**config.mk**
```make
export PLATFORM = sky130hd
export DESIGN_NAME = result_unloader_flat
export DESIGN_NICKNAME = d
export VERILOG_FILES = /design/src/rtl/result_unloader_if.sv /design/src/rtl/result_unloader.sv /design/src/flat_wrapper.sv
export SDC_FILE = /design/constraint.sdc
export NUM_CORES = 1
export LEC_CHECK = 0
export BUFFER_PORTS_ARGS = -buffer_cell sky130_fd_sc_hd__buf_2
export CAP_MARGIN = 20
export CORE_MARGIN = 10
export CORE_UTILIZATION = 50
export CTS_CLUSTER_SIZE = 8
export DETAILED_ROUTE_END_ITERATION = 10
export PLACE_DENSITY_LB_ADDON = 0.2
export SLEW_MARGIN = 15
export SYNTH_ARGS = -nofsm -noshare
export SYNTH_HDL_FRONTEND = slang
export SYNTH_SLANG_ARGS = --single-unit
export TNS_END_PERCENT = 20
```
**constraint.sdc**
```tcl
create_clock -name CLK -period 2.5 [get_ports CLK]
set_input_delay 0.125 -clock CLK [delete_from_list [all_inputs] [get_ports CLK]]
set_output_delay 0.125 -clock CLK [all_outputs]
set_load 0.02 [all_outputs]
```
**src/rtl/result_unloader_if.sv**
```systemverilog
// Result unloader port bundle: the start/result request side plus the
// byte-wide output stream.
//
// Output handshake: a byte moves on a rising CLK edge where out_valid and
// out_ready are both 1. Once out_valid is raised, data_out/ctrl_out hold
// stable and out_valid stays high until that transfer happens (reset excepted).
// out_ready may change freely and has no combinational path to any output.
interface result_unloader_if #(
    parameter int ELEM_W    = 16,
    parameter int MAX_ELEMS = 4,
    parameter int MAT_W     = ELEM_W * MAX_ELEMS
);
    logic             start;
    logic [MAT_W-1:0] res_mat;
    logic [3:0]       rows;
    logic [3:0]       cols;
    logic             out_ready;
    logic [7:0]       data_out;
    logic [1:0]       ctrl_out;
    logic             out_valid;
    logic             busy;
    logic             done;

    // Request/consumer side (testbench or upstream logic).
    modport master (
        output start, res_mat, rows, cols, out_ready,
        input  data_out, ctrl_out, out_valid, busy, done
    );

    // Unloader side.
    modport slave (
        input  start, res_mat, rows, cols, out_ready,
        output data_out, ctrl_out, out_valid, busy, done
    );
endinterface

```
**src/rtl/result_unloader.sv**
```systemverilog
// result_unloader: serialises a packed result matrix into a framed byte
// stream. Frame layout: header rows/cols (ctrl 1), two bytes per element
// high byte first (ctrl 0), optional XOR checksum (ctrl 3), end marker 0x00
// (ctrl 2).
//
// Optional feature macro: CHECKSUM_EN adds the checksum byte before the end
// marker. Without it the data phase goes straight to the end marker.
//
// Every output is a register. The next byte is computed while the current one
// is presented and loaded on its transfer edge. During the one-cycle done
// pulse busy is still 1, so a start in that cycle is ignored; busy drops on
// the following edge.
module result_unloader #(
    parameter int ELEM_W    = 16,
    parameter int MAX_ELEMS = 4,
    parameter int MAT_W     = ELEM_W * MAX_ELEMS
) (
    input  logic              CLK,
    input  logic              RST,
    result_unloader_if.slave  bus,
    output logic [2:0]        o_dbg_state
);

    localparam int IDX_W = 3;

    localparam logic [1:0] CTRL_DATA = 2'd0;
    localparam logic [1:0] CTRL_HDR  = 2'd1;
    localparam logic [1:0] CTRL_END  = 2'd2;
`ifdef CHECKSUM_EN
    localparam logic [1:0] CTRL_CSUM = 2'd3;
`endif

    typedef enum logic [2:0] {
        S_IDLE = 3'd0,
        S_HDR  = 3'd1,
        S_DATA = 3'd2,
`ifdef CHECKSUM_EN
        S_CSUM = 3'd3,
`endif
        S_END  = 3'd4
    } state_t;

    state_t           r_state, w_state;
    logic [MAT_W-1:0] r_shadow, w_shadow;
    logic [3:0]       r_cols, w_cols;
    logic [IDX_W-1:0] r_n, w_n;
    logic [IDX_W-1:0] r_elem, w_elem;
    logic             r_phase, w_phase;
    logic             r_hdr, w_hdr;
    logic [7:0]       r_csum, w_csum;
    logic [7:0]       r_data, w_data;
    logic [1:0]       r_ctrl, w_ctrl;
    logic             r_valid, w_valid;
    logic             r_busy, w_busy;
    logic             r_done, w_done;

    logic             w_xfer;
    logic [7:0]       w_prod;
    logic [IDX_W-1:0] w_n_clamp;
    logic [7:0]       w_csum_upd;

    // Pick the high or low byte of element e; element 0 sits in the MSBs.
    function automatic logic [7:0] elem_byte(input logic [MAT_W-1:0] m,
                                             input logic [IDX_W-1:0] e,
                                             input logic hi);
        logic [MAT_W-1:0] s;
        s = m << (int'(e) * ELEM_W);
        if (hi) return s[MAT_W-1 -: 8];
        else    return s[MAT_W-ELEM_W +: 8];
    endfunction

    assign w_xfer     = r_valid && bus.out_ready;
    assign w_prod     = {4'b0, bus.rows} * {4'b0, bus.cols};
    assign w_n_clamp  = (w_prod > 8'(MAX_ELEMS)) ? IDX_W'(MAX_ELEMS) : w_prod[IDX_W-1:0];
    assign w_csum_upd = r_csum ^ r_data;

    // State and output registers; reset aborts any frame in progress.
    always_ff @(posedge CLK or posedge RST) begin
        if (RST) begin
            r_state  <= S_IDLE;
            r_shadow <= '0;
            r_cols   <= '0;
            r_n      <= '0;
            r_elem   <= '0;
            r_phase  <= 1'b0;
            r_hdr    <= 1'b0;
            r_csum   <= '0;
            r_data   <= 8'h00;
            r_ctrl   <= CTRL_END;
            r_valid  <= 1'b0;
            r_busy   <= 1'b0;
            r_done   <= 1'b0;
        end else begin
            r_state  <= w_state;
            r_shadow <= w_shadow;
            r_cols   <= w_cols;
            r_n      <= w_n;
            r_elem   <= w_elem;
            r_phase  <= w_phase;
            r_hdr    <= w_hdr;
            r_csum   <= w_csum;
            r_data   <= w_data;
            r_ctrl   <= w_ctrl;
            r_valid  <= w_valid;
            r_busy   <= w_busy;
            r_done   <= w_done;
        end
    end

    // Next state and next presented byte; only a transfer advances the frame.
    always_comb begin
        w_state  = r_state;
        w_shadow = r_shadow;
        w_cols   = r_cols;
        w_n      = r_n;
        w_elem   = r_elem;
        w_phase  = r_phase;
        w_hdr    = r_hdr;
        w_csum   = r_csum;
        w_data   = r_data;
        w_ctrl   = r_ctrl;
        w_valid  = r_valid;
        w_busy   = r_busy;
        w_done   = 1'b0;

        case (r_state)
            S_IDLE: begin
                w_busy = 1'b0;
                // r_busy is still high during the done cycle.
                if (bus.start && !r_busy) begin
                    w_shadow = bus.res_mat;
                    w_cols   = bus.cols;
                    w_n      = w_n_clamp;
                    w_elem   = '0;
                    w_phase  = 1'b0;
                    w_hdr    = 1'b0;
                    w_csum   = '0;
                    w_data   = {4'b0, bus.rows};
                    w_ctrl   = CTRL_HDR;
                    w_valid  = 1'b1;
                    w_busy   = 1'b1;
                    w_state  = S_HDR;
                end
            end

            S_HDR: begin
                if (w_xfer) begin
                    if (!r_hdr) begin
                        w_hdr  = 1'b1;
                        w_data = {4'b0, r_cols};
                    end else if (r_n != '0) begin
                        w_state = S_DATA;
                        w_phase = 1'b0;
                        w_data  = elem_byte(r_shadow, r_elem, 1'b1);
                        w_ctrl  = CTRL_DATA;
                    end else begin
`ifdef CHECKSUM_EN
                        w_state = S_CSUM;
                        w_data  = r_csum;
                        w_ctrl  = CTRL_CSUM;
`else
                        w_state = S_END;
                        w_data  = 8'h00;
                        w_ctrl  = CTRL_END;
`endif
                    end
                end
            end

            S_DATA: begin
                if (w_xfer) begin
                    w_csum = w_csum_upd;
                    if (!r_phase) begin
                        w_phase = 1'b1;
                        w_data  = elem_byte(r_shadow, r_elem, 1'b0);
                    end else if (r_elem == r_n - 1'b1) begin
`ifdef CHECKSUM_EN
                        w_state = S_CSUM;
                        w_data  = w_csum_upd;
                        w_ctrl  = CTRL_CSUM;
`else
                        w_state = S_END;
                        w_data  = 8'h00;
                        w_ctrl  = CTRL_END;
`endif
                    end else begin
                        w_elem  = r_elem + 1'b1;
                        w_phase = 1'b0;
                        w_data  = elem_byte(r_shadow, r_elem + 1'b1, 1'b1);
                    end
                end
            end

`ifdef CHECKSUM_EN
            S_CSUM: begin
                if (w_xfer) begin
                    w_state = S_END;
                    w_data  = 8'h00;
                    w_ctrl  = CTRL_END;
                end
            end
`endif

            S_END: begin
                if (w_xfer) begin
                    w_state = S_IDLE;
                    w_valid = 1'b0;
                    w_done  = 1'b1;
                    w_data  = 8'h00;
                    w_ctrl  = CTRL_END;
                end
            end

            default: begin
                w_state = S_IDLE;
                w_valid = 1'b0;
                w_busy  = 1'b0;
            end
        endcase
    end

    assign bus.data_out  = r_data;
    assign bus.ctrl_out  = r_ctrl;
    assign bus.out_valid = r_valid;
    assign bus.busy      = r_busy;
    assign bus.done      = r_done;
    assign o_dbg_state   = r_state;

endmodule

```
**src/flat_wrapper.sv**
```systemverilog
// flat-port wrapper written by rule: the top's interface ports become plain ports
module result_unloader_flat 
#(
    parameter int ELEM_W    = 16,
    parameter int MAX_ELEMS = 4,
    parameter int MAT_W     = ELEM_W * MAX_ELEMS
)
  (CLK, RST, o_dbg_state, bus_start, bus_res_mat, bus_rows, bus_cols, bus_out_ready, bus_data_out, bus_ctrl_out, bus_out_valid, bus_busy, bus_done);
  result_unloader_if #(.ELEM_W(ELEM_W), .MAX_ELEMS(MAX_ELEMS), .MAT_W(MAT_W)) bus_i ();
  input  logic CLK;
  input  logic RST;
  output logic [2:0] o_dbg_state;
  input wire logic [$bits(bus_i.start)-1:0] bus_start;
  input wire logic [$bits(bus_i.res_mat)-1:0] bus_res_mat;
  input wire logic [$bits(bus_i.rows)-1:0] bus_rows;
  input wire logic [$bits(bus_i.cols)-1:0] bus_cols;
  input wire logic [$bits(bus_i.out_ready)-1:0] bus_out_ready;
  output wire logic [$bits(bus_i.data_out)-1:0] bus_data_out;
  output wire logic [$bits(bus_i.ctrl_out)-1:0] bus_ctrl_out;
  output wire logic [$bits(bus_i.out_valid)-1:0] bus_out_valid;
  output wire logic [$bits(bus_i.busy)-1:0] bus_busy;
  output wire logic [$bits(bus_i.done)-1:0] bus_done;
  assign bus_i.start = bus_start;
  assign bus_i.res_mat = bus_res_mat;
  assign bus_i.rows = bus_rows;
  assign bus_i.cols = bus_cols;
  assign bus_i.out_ready = bus_out_ready;
  assign bus_data_out = bus_i.data_out;
  assign bus_ctrl_out = bus_i.ctrl_out;
  assign bus_out_valid = bus_i.out_valid;
  assign bus_busy = bus_i.busy;
  assign bus_done = bus_i.done;
  result_unloader #(.ELEM_W(ELEM_W), .MAX_ELEMS(MAX_ELEMS), .MAT_W(MAT_W)) u_core (.CLK(CLK), .RST(RST), .bus(bus_i), .o_dbg_state(o_dbg_state));
endmodule
```
# [After elaboration in Yosys (flattened, before gate mapping)]
# Cells that the tools add are included.
# Widths: inputs -> output; s select.
[word_totals] wordCells=101 register_bits=92 inputBits=76
[op_classes] bitwise=1 n_mul=1 n_shift=2 order_cmp=1 eq_ne=13 n_mux=50 reduce_logical=19 n_addsub=2
[op_table] cell="$shl 64x7->64" count=2
[op_table] cell="$mux 8" count=8
[op_table] cell="$mux 3" count=13
[op_table] cell="$pmux 8 s4" count=1
[op_table] cell="$mux 2" count=8
[op_table] cell="$ne 2x1->1 const B" count=8
[op_table] cell="$mux 1" count=13
[op_table] cell="$pmux 3 s4" count=1
[op_table] cell="$reduce_and 5->1" count=2
[op_table] cell="$gt 8x3->1 const B" count=1
[op_table] cell="$mul 4x4->8" count=1
[op_table] cell="$pmux 2 s4" count=1
[op_table] cell="$reduce_and 8->1" count=1
[op_table] cell="$reduce_and 7->1" count=1
[op_table] cell="$pmux 1 s3" count=2
[op_table] cell="$pmux 3 s2" count=1
[op_table] cell="$reduce_and 3->1" count=2
[op_table] cell="$reduce_and 6->1" count=1
[op_table] cell="$reduce_bool 3->1" count=2
[op_table] cell="$pmux 1 s2" count=2
[op_table] cell="$reduce_bool 2->1" count=2
[op_table] cell="$reduce_bool 4->1" count=1
[op_table] cell="$add 3x1->3 const B" count=1
[op_table] cell="$eq 3x1->1 const B" count=1
[op_table] cell="other kinds (12)" count=13

# [Longest topological paths before layout]
# Gate-level depths: netlist (run 1).
[depth] ltp_word=6 depth_mapped=9 mapped_depth_nobuf=9

# [Worst setup path after synthesis (run 1)]
# Ideal clock, no wire load.
[synth_timing] path_kind="in2reg" startpoint="in bus_rows[0]" endpoint="reg u_core.r_n[2]" path_slack_ps=-7 stages=9 required_time_ps=2371 t_arrival_ps=2378 path_cell_list="nand2_1 > fa_1 > inv_1 > fa_1 > inv_1 > fa_1 > xor2_1 > o2111ai_1 > o41a_1"
[synth_via] elab_chain_cells=3
[synth_rtl] element="from (decl)" line="flat_wrapper.sv:15" rtl="input wire logic [$bits(bus_i.rows)-1:0] bus_rows;"
[synth_rtl] element="$mul 4x4->8 *" line="result_unloader.sv:73" rtl="assign w_prod = {4'b0, bus.rows} * {4'b0, bus.cols};"
[synth_rtl] element="$gt 8x3->1" line="result_unloader.sv:74" rtl="assign w_n_clamp = (w_prod > 8'(MAX_ELEMS)) ? IDX_W'(MAX_ELEMS) : w_prod[IDX_W-1:0];"
[synth_rtl] element="$mux 3 *" line="result_unloader.sv:74"
[synth_rtl] element="to (signal assigned)" line="result_unloader.sv:97" rtl="r_n <= w_n;"
[synth_rtl] element="to (decl)" line="result_unloader.sv:46" rtl="logic [IDX_W-1:0] r_n, w_n;"
# Every way passes the cells marked *; elsewhere a longest branch is shown, timed or not.
# A chain may end at the register's enable or synchronous reset.

# [Final worst setup path (run 1)]
[layout_timing] startpoint="in bus_rows[1]" endpoint="reg u_core.r_n[2]"
# Same word-level chain as after synthesis.

==> results of run 1 <==
[kinds of logic (layout without fill, tap and decap cells)]
family	count (synthesis)	after routing	share of synthesized area [%]
AND/OR/NAND/NOR	277	277	23.22
buffers and inverters	52	215	4.225
XOR/XNOR	6	6	1.287
flip-flops	92	92	44.71
adder cells (fa/ha/maj)	19	19	5.197
AO/OA/AOI/OAI	74	74	10.39
other	0	2	0
multiplexers	31	31	10.98
[per-stage QoR]
step           hold slack, ns  area, µm²  setup WS, ns
2_1_floorplan          0.2304       5156     -0.007248
3_3_place_gp           0.2179       5839       -0.1682
3_5_place_dp           0.2232       5839       -0.2287
4_1_cts              0.007243       6668        0.1615
5_1_grt               0.03970       6673      0.007512
6_report              0.02639       6673        0.1622
[per-layer routing]
| metal | track usage (%) | vias to the layer above | part of all wire (%) |
|---|---|---|---|
| li1 | - | 2212 | - |
| met1 | 24.40 | 2235 | 41 |
| met2 | 33.56 | 161 | 51 |
| met3 | 4.002 | 19 | 6.5 |
| met4 | 7.526 | 0 | 1.7 |
| met5 | 0 | - | 0 |
[sequential cells by signal (all words and copies together) (netlist names)]
register	cells
u_core.bus.busy	1
u_core.bus.ctrl_out	2
u_core.bus.data_out	8
u_core.bus.done	1
u_core.bus.out_valid	1
u_core.o_dbg_state	3
u_core.r_cols	4
u_core.r_elem	3
u_core.r_hdr	1
u_core.r_n	3
u_core.r_phase	1
u_core.r_shadow	64
[tightest hold or removal path, delay by kind of cell]
family	cells	cell delay [ns]
AND/OR/NAND/NOR	2	0.10
buffers and inverters	1	0.13
[layout make-up]
class	count	area, µm²	share of cell area, %
antenna	2	5.005	0.07500
inverter	19	75.07	1.125
sequential	92	2303	34.52
clock inverter	6	40.04	0.6000
timing repair buffer	180	1311	19.65
multi-input combinational	407	2634	39.47
tap	133	166.4	2.494
clock buffer	10	137.6	2.063
[power by group]
group	leakage [nW]	internal [mW]	switching, mW
combinational	2.06	1.47	1.81
sequential	1.15	2.15	0.535
clock	0.0920	0.387	0.545
total	3.31	4.00	2.89
[cells in the mapped netlist, types with 7 or more instances]
cell type	number	share of area, %
a21oi_1	12	1.2
a31oi_1	8	0.97
and2_1	16	1.9
buf_2	10	0.97
clkbuf_1	17	1.2
dfrtp_1	91	44
ha_1	15	3.6
inv_1	19	1.4
mux2i_1	10	1.9
mux4_2	20	8.7
nand2_1	220	16
nor2_1	7	0.51
o21ai_0	7	0.68
[path summary, 6_finish.rpt]
check	end
max in group asynchronous	u_core.r_shadow[13]
max	u_core.r_n[2]
min reg2reg	u_core.r_shadow[51]
min	u_core.r_cols[0]
min in group asynchronous	u_core.r_elem[0]
max reg2reg	u_core.bus.data_out[1]
==> impl_metrics.json, run 1 <==
{
  "final_common_cell": "nand2_1",
  "instances_no_fill": 849,
  "ios": 92,
  "insertion_delay_ns": 0.36,
  "critical_path.n_buffers_inverters": 3,
  "synth-seq-cells": 92,
  "layout-drive-gt1-share_pct": 22.41,
  "syn_to_final_growth_pct": 29.50,
  "hold_path.class": "input pin to register",
  "placed_cells": 766,
  "worst_slew_pin_slew_ns": 0.5738,
  "r2r_slack_ns": 0.36,
  "clockBufferDepth": 2,
  "synthFlopType": "dfrtp_1",
  "antenna_found_initial": 2,
  "fin_util_pct": 67.34,
  "final.period_utilization_pct": 93.51,
  "skew_ns": 0.006447,
  "cp_num_cells": 10,
  "port_buffers": 91,
  "grt_use_total_pct": 19.82,
  "max_stage_delay_ns": 0.56,
  "dpl.hpwl_um": 9841,
  "critPathLaunchType": "input pin",
  "cap_violations": 0,
  "via_per_inst": 5.450,
  "run_status": "finished clean",
  "layout_common_cells": "nand2_1, buf_2, dfrtp_1",
  "crit_chain": "buf_2 > nand2_1 > fa_1 > inv_1 > fa_1 > inv_1 > fa_1 > xor2_1 > o2111ai_1 > o41a_1",
  "synth-seq-area-share_pct": 44.71,
  "crit_path_start": "bus_rows[1]",
  "worstHoldStart": "bus_cols[0]",
  "r2r_start": "u_core.r_elem[0]",
  "async_reset_ff_share_pct": 100.0,
  "cts_made_buffers": 9,
  "relSlewSlack_pct": 61.74,
  "syn_inst": 551,
  "die_y_um": 121.5,
  "setup_viol": 0,
  "slew_violations": 0,
  "p_total_mw": 6.891,
  "synth.avg_cell_area_um2": 9.351,
  "drtIter0Drc": 409,
  "vias": 4627,
  "yosys.cell_types.count": 61,
  "cts_sinks": 92,
  "gp_congestion": 0.8847,
  "min_path_cells": 3,
  "die_area_um2": 14760,
  "max_freq_ghz": 0.4278,
  "remaining_drc_errors": 0,
  "period_minus_slack_ns": 2.338,
  "crit_fanout": 3,
  "initial_core_util_pct": 51.99,
  "hold_viol_final": 0,
  "crit_slowest_cell": "fa_1",
  "rows": 36,
  "antenna_left": 0,
  "grt_overflow": 0,
  "synth_area_um2": 5152,
  "cts_resized": 0,
  "grt_pass1_vias": 4806,
  "r2r.worst_path.cells": 4,
  "path_clk_slew_ns": 0.09,
  "dr.pass1.iters": 5,
  "tns_ns": 0,
  "postCtsSetupRepairBufs": 0,
  "wl_per_cell_um": 16.97,
  "rsz0062_at_grt": "false",
  "syn_nets": 646,
  "crit_type": "input pin to register",
  "cellPowerDensity_nw_per_um2": 1033,
  "cp_common_cell": "fa_1",
  "fill_cells": 784,
  "drt_wl_total_um": 14410,
  "fin_nets": 804,
  "worstPathRequired_ns": 2.75,
  "tritoncts": "done",
  "cts_root_buffer": "clkbuf_8",
  "grt_max_degree": 49,
  "critPathCaptureType": "register",
  "coreArea_um2": 9910,
  "grt_pass1_wl_um": 23680,
  "yosysWarnings": 0,
  "p_leak_nw": 3.307,
  "synth_edf_count": 0,
  "htreeDepth": 3,
  "die_w_um": 121.5,
  "crit_family": "adder cells",
  "hold_buffers": 65,
  "arrival_ns": 2.59,
  "peakVddDrop_mv": 0.4904
}
No activity file was read; power rests on OpenSTA's default activity.
==> run 2: changes to the inputs <==
- CORE_UTILIZATION: 50 -> 40
==> impl_metrics.json, run 2 (same netlist as run 1, synthesis figures left out) <==
{
  "tns_ns": 0,
  "grt_overflow": 0,
  "hold_viol_final": 0,
  "slew_violations": 0,
  "p_leak_nw": 3.350,
  "cts_made_buffers": 9,
  "die_y_um": 133.5,
  "coreArea_um2": 12620,
  "initial_core_util_pct": 40.83,
  "r2r.worst_path.cells": 5,
  "r2r_start": "u_core.o_dbg_state[0]",
  "die_w_um": 133.5,
  "run_status": "finished clean",
  "path_clk_slew_ns": 0.06,
  "cts_sinks": 92,
  "critPathLaunchType": "input pin",
  "r2r_slack_ns": 0.31,
  "max_freq_ghz": 0.4126,
  "layout_common_cells": "nand2_1, buf_2, dfrtp_1",
  "grt_use_total_pct": 16.27,
  "critPathCaptureType": "register",
  "crit_fanout": 3,
  "clockBufferDepth": 2,
  "fin_nets": 806,
  "skew_ns": 0.005440,
  "top_register": "u_core.r_shadow",
  "instances_no_fill": 888,
  "fill_cells": 1210,
  "worstPathRequired_ns": 2.73,
  "peakVddDrop_mv": 0.5361,
  "wl_per_cell_um": 15.85,
  "final_common_cell": "nand2_1",
  "fin_util_pct": 54.51,
  "htreeDepth": 3,
  "dpl.hpwl_um": 10180,
  "cts_root_buffer": "clkbuf_16",
  "antenna_found_initial": 0,
  "syn_to_final_growth_pct": 33.51,
  "grt_pass1_vias": 4842,
  "crit_type": "input pin to register",
  "setup_viol": 0,
  "crit_path_end": "u_core.r_n[2]",
  "remaining_drc_errors": 0,
  "timing.rr.end": "u_core.bus.data_out[0]",
  "diodes": 0,
  "relSlewSlack_pct": 63.04,
  "period_minus_slack_ns": 2.424,
  "ios": 92,
  "die_area_um2": 17820,
  "worst_slew_pin_slew_ns": 0.5544,
  "finish.instance_area_um2": 6879,
  "grt_pass1_wl_um": 23760,
  "crit_path_start": "bus_rows[0]",
  "via_per_inst": 5.077,
  "vias": 4508,
  "final.period_utilization_pct": 96.95,
  "layout-drive-gt1-share_pct": 23.46,
  "tritoncts": "done",
  "gp_congestion": 0.8966,
  "dr.pass1.iters": 5,
  "largest_reg_flops": 64,
  "insertion_delay_ns": 0.35,
  "cap_violations": 0,
  "arrival_ns": 2.65,
  "antenna_left": 0,
  "drt_wl_total_um": 14080,
  "rows": 41,
  "placed_cells": 806,
  "dpl_cell_area_um2": 5896,
  "port_buffers": 91,
  "hold_path.class": "input pin to register",
  "grt_max_degree": 51,
  "drtIter0Drc": 323,
  "cellPowerDensity_nw_per_um2": 1054
}
run 2: cell types whose count changed in the layout (fill, tap and decap cells not counted), sizes merged:
cell      delta
clkbuf       +2
buf          +2
clkinv       -3
diode        -2
clkinvlp     +1
run 2: critical path: stages:
cell and delay [ns]:
buf_2 0.09, nand2_1 0.07, fa_1 0.55, inv_1 0.05, fa_1 0.47, buf_4 0.15, ha_1 0.29, a21o_1 0.19
a21oi_2 0.16, mux2i_2 0.11, o41a_1 0.38
run 2: layer usage:
| layer | routed length [µm] | share of wire [%] | GRT usage (%) | vias up |
|---|---|---|---|---|
| met4 | 276 | 2.0 | 6.288 | 0 |
| met5 | 0 | 0 | 0 | - |
| met3 | 529 | 3.8 | 3.271 | 18 |
| met1 | 6511 | 46 | 20.69 | 2175 |
| li1 | - | - | - | 2210 |
| met2 | 6762 | 48 | 26.62 | 105 |
run 2: how the worst min path moves through the flow:
stage,to,cells after the start,from,slack (ns)
6_report,u_core.r_cols[0],3,bus_cols[0],0.05
3_5_place_dp,u_core.bus.ctrl_out[0],2,RST,0.17
2_1_floorplan,u_core.r_cols[0],2,bus_cols[0],0.23
4_1_cts,u_core.r_cols[0],3,bus_cols[0],0.02
5_1_grt,u_core.r_cols[0],3,bus_cols[0],0.05
3_3_place_gp,u_core.bus.ctrl_out[0],2,RST,0.17
run 2: timing repair:
item,CTS,global route
buffers inserted,0,1
endpoints found under the setup margin,0,1
hold buffers,65,0
gates resized for setup,0,9
hold endpoints to repair,82,0
run 2: report_power, final:
part | switching (mW) | internal (mW)
Sequential | 0.525 | 2.15
Clock | 0.570 | 0.698
Combinational | 1.80 | 1.51
run 2: final cells by class:
type                       instances  area (µm²)  area share (%)
multi-input combinational        407        2688           39.07
sequential                        92        2303           33.48
timing repair buffer             182        1326           19.28
clock buffer                      12       246.5           3.583
tap                              172       215.2           3.128
inverter                          19       75.07           1.091
clock inverter                     4       25.02          0.3638
run 2: through the flow:
stage	setup WS [ns]	power (mW)	hold WS [ns]
2_1_floorplan	-0.007248	4.925	0.2304
3_3_place_gp	-0.1829	5.852	0.1719
3_5_place_dp	-0.2939	5.914	0.1745
4_1_cts	0.09073	7.279	0.02457
5_1_grt	-0.006954	7.821	0.05211
6_report	0.07632	7.250	0.05475
